### src/rtl/pent_pkg.sv
// Shared constants and helpers for the Pentagon memory pager.
// Covers ROM bank codes, port/trap addresses and RAM page width.
package pent_pkg;

  localparam logic [1:0] ROM128 = 2'd0;
  localparam logic [1:0] ROM48  = 2'd1;
  localparam logic [1:0] ROMDOS = 2'd2;

  localparam logic [15:0] PORT_7FFD = 16'h7FFD;
  localparam logic [7:0]  DOS_HI    = 8'h3D;

  function automatic int page_bits(input int ram_kb);
    case (ram_kb)
      128:     return 3;
      256:     return 4;
      1024:    return 6;
      default: return 5;
    endcase
  endfunction

endpackage

### src/rtl/pent_mem_pager_if.sv
// CPU-side bus of the pager: Z80 address/data/strobes in,
// memory mapping results out.
interface pent_mem_pager_if #(
  parameter int RAM_KB = 512
);
  import pent_pkg::*;

  localparam int PAGE_BITS = page_bits(RAM_KB);

  logic [15:0]          A;
  logic [7:0]           D;
  logic                 CPU_IORQ;
  logic                 CPU_WR;
  logic                 CPU_MREQ;
  logic                 CPU_M1;
  logic [PAGE_BITS-1:0] PAGE;
  logic                 RAM_SEL;
  logic [1:0]           ROM_BANK;
  logic                 SCREEN;
  logic                 DOS;
  logic                 LOCKED;

  modport master (
    output A, D, CPU_IORQ, CPU_WR,
    output CPU_MREQ, CPU_M1,
    input  PAGE, RAM_SEL, ROM_BANK,
    input  SCREEN, DOS, LOCKED
  );

  modport slave (
    input  A, D, CPU_IORQ, CPU_WR,
    input  CPU_MREQ, CPU_M1,
    output PAGE, RAM_SEL, ROM_BANK,
    output SCREEN, DOS, LOCKED
  );

endinterface

### src/rtl/pent_sync_edge.sv
// Two-flop synchroniser on a strobe group plus a one-clock
// pulse when the group enters its ACTIVE pattern.
module pent_sync_edge #(
  parameter int           W      = 2,
  parameter logic [W-1:0] ACTIVE = '0
) (
  input  logic         clk,
  input  logic         rst,
  input  logic [W-1:0] strb,
  output logic         pulse
);

  logic [W-1:0] s1;
  logic [W-1:0] s2;
  logic         act_q;
  logic         act;

  assign act = (s2 == ACTIVE);

  // Reset parks the chain in the asserted state, so a strobe
  // still held low after reset never looks like a new edge.
  always_ff @(posedge clk) begin
    if (rst) begin
      s1    <= ACTIVE;
      s2    <= ACTIVE;
      act_q <= 1'b1;
    end else begin
      s1    <= strb;
      s2    <= s1;
      act_q <= act;
    end
  end

  assign pulse = act && !act_q;

endmodule

### src/rtl/pent_mem_pager.sv
// Pentagon 7FFD memory pager with TR-DOS shadow ROM trap.
// Registers are updated from synchronised Z80 strobe events.
module pent_mem_pager
  import pent_pkg::*;
#(
  parameter int RAM_KB      = 512,
  parameter int FULL_DECODE = 0
) (
  input logic             CLK_14MHZ,
  input logic             RESET,
  pent_mem_pager_if.slave bus
);

  localparam int PAGE_BITS = page_bits(RAM_KB);

  logic       io_ev;
  logic       fetch_ev;
  logic [2:0] bank;
  logic [2:0] ext;
  logic       rom;
  logic       screen;
  logic       locked;
  logic       dos;
  logic [2:0] ext_d;
  logic       lock_d;
  logic       port_hit;
  logic       wr_en;
  logic [5:0] page_hi;

  logic [PAGE_BITS-1:0] page_q;

  pent_sync_edge #(
    .W      (3),
    .ACTIVE (3'b001)
  ) u_io (
    .clk   (CLK_14MHZ),
    .rst   (RESET),
    .strb  ({bus.CPU_IORQ, bus.CPU_WR, bus.CPU_M1}),
    .pulse (io_ev)
  );

  pent_sync_edge #(
    .W      (2),
    .ACTIVE (2'b00)
  ) u_fetch (
    .clk   (CLK_14MHZ),
    .rst   (RESET),
    .strb  ({bus.CPU_MREQ, bus.CPU_M1}),
    .pulse (fetch_ev)
  );

  // Extra page bits live in D7..D5; the 1M board spends D5 on
  // paging, so it has no lock bit.
  always_comb begin
    ext_d  = '0;
    lock_d = bus.D[5];
    unique case (1'b1)
      (RAM_KB == 256):  ext_d = {2'b00, bus.D[6]};
      (RAM_KB == 512):  ext_d = {1'b0, bus.D[7:6]};
      (RAM_KB == 1024): begin
        ext_d  = bus.D[7:5];
        lock_d = 1'b0;
      end
      default: ext_d = '0;
    endcase
  end

  assign port_hit = (FULL_DECODE != 0) ?
                    (bus.A == PORT_7FFD) :
                    (!bus.A[15] && !bus.A[1]);

  assign wr_en = io_ev && port_hit && !locked;

  always_ff @(posedge CLK_14MHZ) begin
    if (RESET) begin
      bank   <= '0;
      ext    <= '0;
      rom    <= 1'b0;
      screen <= 1'b0;
      locked <= 1'b0;
      dos    <= 1'b0;
    end else begin
      if (wr_en) begin
        bank   <= bus.D[2:0];
        screen <= bus.D[3];
        rom    <= bus.D[4];
        ext    <= ext_d;
        locked <= lock_d;
      end
      if (fetch_ev) begin
        if (bus.A[15:8] == DOS_HI && rom)
          dos <= 1'b1;
        else if (bus.A[15:14] != 2'b00)
          dos <= 1'b0;
      end
    end
  end

  assign page_hi = {ext, bank};

  always_comb begin
    page_q = '0;
    unique case (bus.A[15:14])
      2'b01:   page_q = PAGE_BITS'(5);
      2'b10:   page_q = PAGE_BITS'(2);
      2'b11:   page_q = PAGE_BITS'(page_hi);
      default: page_q = '0;
    endcase
  end

  assign bus.PAGE     = page_q;
  assign bus.RAM_SEL  = |bus.A[15:14];
  assign bus.ROM_BANK = dos ? ROMDOS :
                        (rom ? ROM48 : ROM128);
  assign bus.SCREEN   = screen;
  assign bus.DOS      = dos;
  assign bus.LOCKED   = locked;

endmodule

### src/flat_wrapper.sv
// flat-port wrapper written by rule: the top's interface ports become plain ports
module pent_mem_pager_flat import pent_pkg::*;
#(
  parameter int RAM_KB      = 512,
  parameter int FULL_DECODE = 0
)
  (CLK_14MHZ, RESET, bus_A, bus_D, bus_CPU_IORQ, bus_CPU_WR, bus_CPU_MREQ, bus_CPU_M1, bus_PAGE, bus_RAM_SEL, bus_ROM_BANK, bus_SCREEN, bus_DOS, bus_LOCKED);
  pent_mem_pager_if #(.RAM_KB(RAM_KB)) bus_i ();
  input logic CLK_14MHZ;
  input logic RESET;
  input wire logic [$bits(bus_i.A)-1:0] bus_A;
  input wire logic [$bits(bus_i.D)-1:0] bus_D;
  input wire logic [$bits(bus_i.CPU_IORQ)-1:0] bus_CPU_IORQ;
  input wire logic [$bits(bus_i.CPU_WR)-1:0] bus_CPU_WR;
  input wire logic [$bits(bus_i.CPU_MREQ)-1:0] bus_CPU_MREQ;
  input wire logic [$bits(bus_i.CPU_M1)-1:0] bus_CPU_M1;
  output wire logic [$bits(bus_i.PAGE)-1:0] bus_PAGE;
  output wire logic [$bits(bus_i.RAM_SEL)-1:0] bus_RAM_SEL;
  output wire logic [$bits(bus_i.ROM_BANK)-1:0] bus_ROM_BANK;
  output wire logic [$bits(bus_i.SCREEN)-1:0] bus_SCREEN;
  output wire logic [$bits(bus_i.DOS)-1:0] bus_DOS;
  output wire logic [$bits(bus_i.LOCKED)-1:0] bus_LOCKED;
  assign bus_i.A = bus_A;
  assign bus_i.D = bus_D;
  assign bus_i.CPU_IORQ = bus_CPU_IORQ;
  assign bus_i.CPU_WR = bus_CPU_WR;
  assign bus_i.CPU_MREQ = bus_CPU_MREQ;
  assign bus_i.CPU_M1 = bus_CPU_M1;
  assign bus_PAGE = bus_i.PAGE;
  assign bus_RAM_SEL = bus_i.RAM_SEL;
  assign bus_ROM_BANK = bus_i.ROM_BANK;
  assign bus_SCREEN = bus_i.SCREEN;
  assign bus_DOS = bus_i.DOS;
  assign bus_LOCKED = bus_i.LOCKED;
  pent_mem_pager #(.RAM_KB(RAM_KB), .FULL_DECODE(FULL_DECODE)) u_core (.CLK_14MHZ(CLK_14MHZ), .RESET(RESET), .bus(bus_i));
endmodule
### config.mk
export PLATFORM = sky130hd
export DESIGN_NAME = pent_mem_pager_flat
export DESIGN_NICKNAME = d
export VERILOG_FILES = /design/src/rtl/pent_pkg.sv /design/src/rtl/pent_mem_pager_if.sv /design/src/rtl/pent_sync_edge.sv /design/src/rtl/pent_mem_pager.sv /design/src/flat_wrapper.sv
export SDC_FILE = /design/constraint.sdc
export NUM_CORES = 1
export LEC_CHECK = 0
export ABC_CLOCK_PERIOD_IN_PS = 1900
export CORE_MARGIN = 2
export CORE_UTILIZATION = 30
export CTS_BUF_LIST = sky130_fd_sc_hd__clkbuf_4 sky130_fd_sc_hd__clkbuf_8
export DETAILED_ROUTE_END_ITERATION = 6
export SLEW_MARGIN = 20
export SYNTH_ARGS = -nofsm -noshare
export SYNTH_HDL_FRONTEND = slang
export SYNTH_HIERARCHICAL = 1
export SYNTH_SLANG_ARGS = --single-unit
### constraint.sdc
create_clock -name CLK_14MHZ -period 1.9 [get_ports CLK_14MHZ]
set_clock_uncertainty 0.2 [all_clocks]
set_input_delay 0.19 -clock CLK_14MHZ [delete_from_list [all_inputs] [get_ports CLK_14MHZ]]
set_output_delay 0.19 -clock CLK_14MHZ [all_outputs]
set_load 0.05 [all_outputs]
==> qor.yml <==
setup_path:
  worst-endpoint-required_ps: 1510
  timing.setup.critical_path_class: "flop to output pin"
  timing.critical_path.slowest_cell_delay_ps: 800
  end_kind: "output pin"
  crit_chain: "clkdlybuf4s50_1"
  cp-start-kind: "flop"
  critical_path.max_fanout: 2
  crit_family: "buffers and inverters"
  worst_r2r_startpoint: "u_core/u_io/s2[1]"
  crit_buf_inv: 1
  timing.critical_path.slowest_stage_cell: "sky130_fd_sc_hd__clkdlybuf4s50_1"
  cp.arrival_ps: 1450
  worst-r2r-cell-count: 6
  worstReg2RegEnd: "u_core/bus.SCREEN"
  regToRegSetupSlack_ps: 220
detailed_routing:
  antenna_left: 0
  routed-via-count: 599
  first_pass_iters: 3
  routedWlPerCell_um: 11.08
  wirelength_um: 1529
  dr.first_iter.drc_count: 1
  post_drt_via_cell_ratio: 4.341
  drc: 0
sta:
  tightest_slew_ps: 490.4
  slew_viol_final: 0
  setup_viol: 0
  finalHoldViolCount: 0
  final_critical_path_setup_slack_ps: 60.03
  hold-worst-slack_ps: 222.6
  timing.setup.tns_ps: 0
  max_freq_mhz: 543.5
  finalWorstPathRequiredPeriod_ps: 1840
  relSlewSlack_pct: 67.21
  grt_setup_unrepaired: "false"
  min_period_over_period_pct: 96.84
layout:
  sequential_cell_area_um2: 420.4
  multi_input_comb_area_um2: 302.8
  layout.cells.non_filler: 138
  fillerInstances: 239
  finalInstanceArea_um2: 1211
  area_growth_syn_to_layout_pct: 60.00
  antenna_cells: 0
  final_core_utilization_pct: 49.79
  drive_above_1_share_pct: 19.44
  mostFrequentLayoutCell: "sky130_fd_sc_hd__clkdlybuf4s50_1"
  final_cell_mix: "sky130_fd_sc_hd__clkdlybuf4s50_1 (23), sky130_fd_sc_hd__dfxtp_1 (21), sky130_fd_sc_hd__nor2b_1 (9)"
  layout.nets: 139
yosys:
  number_of_distinct_library_cells_after_synthesis: 20
  synth_top_cells_by_area: "sky130_fd_sc_hd__dfxtp_1 (56%), sky130_fd_sc_hd__mux2i_1 (9.3%), sky130_fd_sc_hd__nor2b_1 (7.4%), sky130_fd_sc_hd__nor2_1 (4.0%), sky130_fd_sc_hd__or2_1 (3.3%)"
  ys_seq_area_share_pct: 55.54
  synth.net_count: 100
  syn_warnings: 6
  postSynthRegisterBits: 21
  yosysTopAreaCell: "sky130_fd_sc_hd__dfxtp_1"
  proportion_of_netlist_area_held_by_the_largest_area_contributor_pct: 55.54
  synth_area_per_cell_um2: 10.81
  post_synth_inst_count: 70
  syn_area_um2: 757.0
grt:
  grt_antenna_before_repair: 0
  grt_pass1_wl_um: 2421
  grtUsageMet1_pct: 13.31
  gr-usage-all-layers_pct: 12.14
  grt_most_used_layer: "met2"
  grt_max_degree: 13
  overflow: 0
  use_met2_pct: 19.68
  first_global_vias: 561
  met3_track_demand_over_resource_pct: 3.825
clock_tree:
  cts_max_path_buffers: 2
  clock_insertion_delay_worst_skew_ps: 300
  post_cts_resized: 1
  ctsHtreeMaxLevel: 1
  clock_sinks: 21
  ctsHoldBuffers: 0
  tritoncts: "built"
  tritoncts_buffers: 3
  cts.root.buffer_cell: "sky130_fd_sc_hd__clkbuf_4"
  post_cts.repair.setup_buffers: 0
  cts.reportedPaths.clkPinSlew_ps: 110
power:
  power_per_cell_area_nw_per_um2: 654.1
  worst_voltage_drop_across_the_vdd_grid_uv: 423.9
  power_leakage_nw: 0.4786
  design_power_total_mw: 0.7922
outcome:
  status: "finished clean"
run:
  timing.max_cap.violations: 0
min_path:
  hold_path_startpoint: "u_core/u_io/s1[0]"
  worst_hold_path.endpoint: "u_core/u_io/s2[0]"
  kind_of_path_behind_the_tightest_hold_check: "flop to flop"
  hold-path-cell-count: 1
placement:
  port-buffer-count: 33
  gp_weighted_congestion: 0.5858
  placed_cell_area_um2: 1185
  placed_cells_incl_taps: 134
  placed_wire_length_estimate_um: 1199
  pre_cts_slack_ps: 18.25
die:
  chipWidth_um: 54.23
  design.core.area_um2: 2432
  chipHeight_um: 54.23
  floorplan.die_area_um2: 2941
  ioPinCount: 41
  core.rowCount: 18
  initial_util_pct: 31.12
[sequential cells by signal, indices dropped and copies added (netlist names), 2 cells and up]
register,cells
u_core/ext,2
u_core/u_io/s1,3
u_core/u_fetch/s1,2
u_core/bank,3
u_core/u_io/s2,3
u_core/u_fetch/s2,2
[where the power goes]
| part | switching [mW] | internal, mW | leakage (nW) |
|---|---|---|---|
| registers | 0.00427 | 0.455 | 0.172 |
| logic | 0.0495 | 0.0766 | 0.289 |
| clock network | 0.129 | 0.0784 | 0.0177 |
| total | 0.183 | 0.610 | 0.479 |
[layer usage]
| metal | routed length, um | vias to the layer above |
|---|---|---|
| met5 | 0 | - |
| met4 | 38 | 0 |
| met3 | 146 | 4 |
| met2 | 729 | 23 |
| met1 | 615 | 265 |
| li1 | - | 307 |
[kinds of logic (layout without fill, tap and decap cells)]
group                  Yosys count  after routing  share of synthesized area [%]
buffers and inverters            6             44                          4.462
muxes                            7              7                          9.257
AOI/OAI and AO/OA                7              7                          6.282
DFF                             21             21                          55.54
and+or+nand+nor                 29             29                          24.46
[worst max path at each step]
stage,startpoint,endpoint,slack (ps),cells after the start
after CTS,u_core/bus.SCREEN,bus_SCREEN,40,1
final,u_core/bus.SCREEN,bus_SCREEN,60,1
after floorplan,u_core/bank[0],bus_PAGE[0],50,2
after detailed placement,bus_A[15],u_core/bus.SCREEN,20,5
after global routing,u_core/bus.SCREEN,bus_SCREEN,10,1
after global placement,bus_A[15],u_core/bank[0],50,5
[cell usage after synthesis]
cell / count
sky130_fd_sc_hd__nor3_1: 1
sky130_fd_sc_hd__and4_1: 1
sky130_fd_sc_hd__a21boi_0: 3
sky130_fd_sc_hd__buf_6: 1
sky130_fd_sc_hd__nor2b_1: 9
sky130_fd_sc_hd__buf_1: 1
sky130_fd_sc_hd__and4b_1: 1
sky130_fd_sc_hd__or2_1: 4
sky130_fd_sc_hd__a21oi_1: 2
sky130_fd_sc_hd__mux2i_1: 7
sky130_fd_sc_hd__nor2_1: 8
sky130_fd_sc_hd__o21bai_1: 1
sky130_fd_sc_hd__nor4b_2: 1
sky130_fd_sc_hd__buf_4: 1
sky130_fd_sc_hd__inv_1: 3
sky130_fd_sc_hd__and2b_1: 1
sky130_fd_sc_hd__nor3b_2: 1
sky130_fd_sc_hd__a211oi_1: 1
sky130_fd_sc_hd__and3_2: 2
sky130_fd_sc_hd__dfxtp_1: 21
[layout make-up]
type,count,area share [%]
clock buffers,3,1.860
inverters,3,0.9298
repair buffers,37,33.99
flip-flops and latches,21,34.71
clock inverters,1,0.4132
well taps,30,3.099
multi-input cells,43,25.00
(Power assumes the default switching activity.)
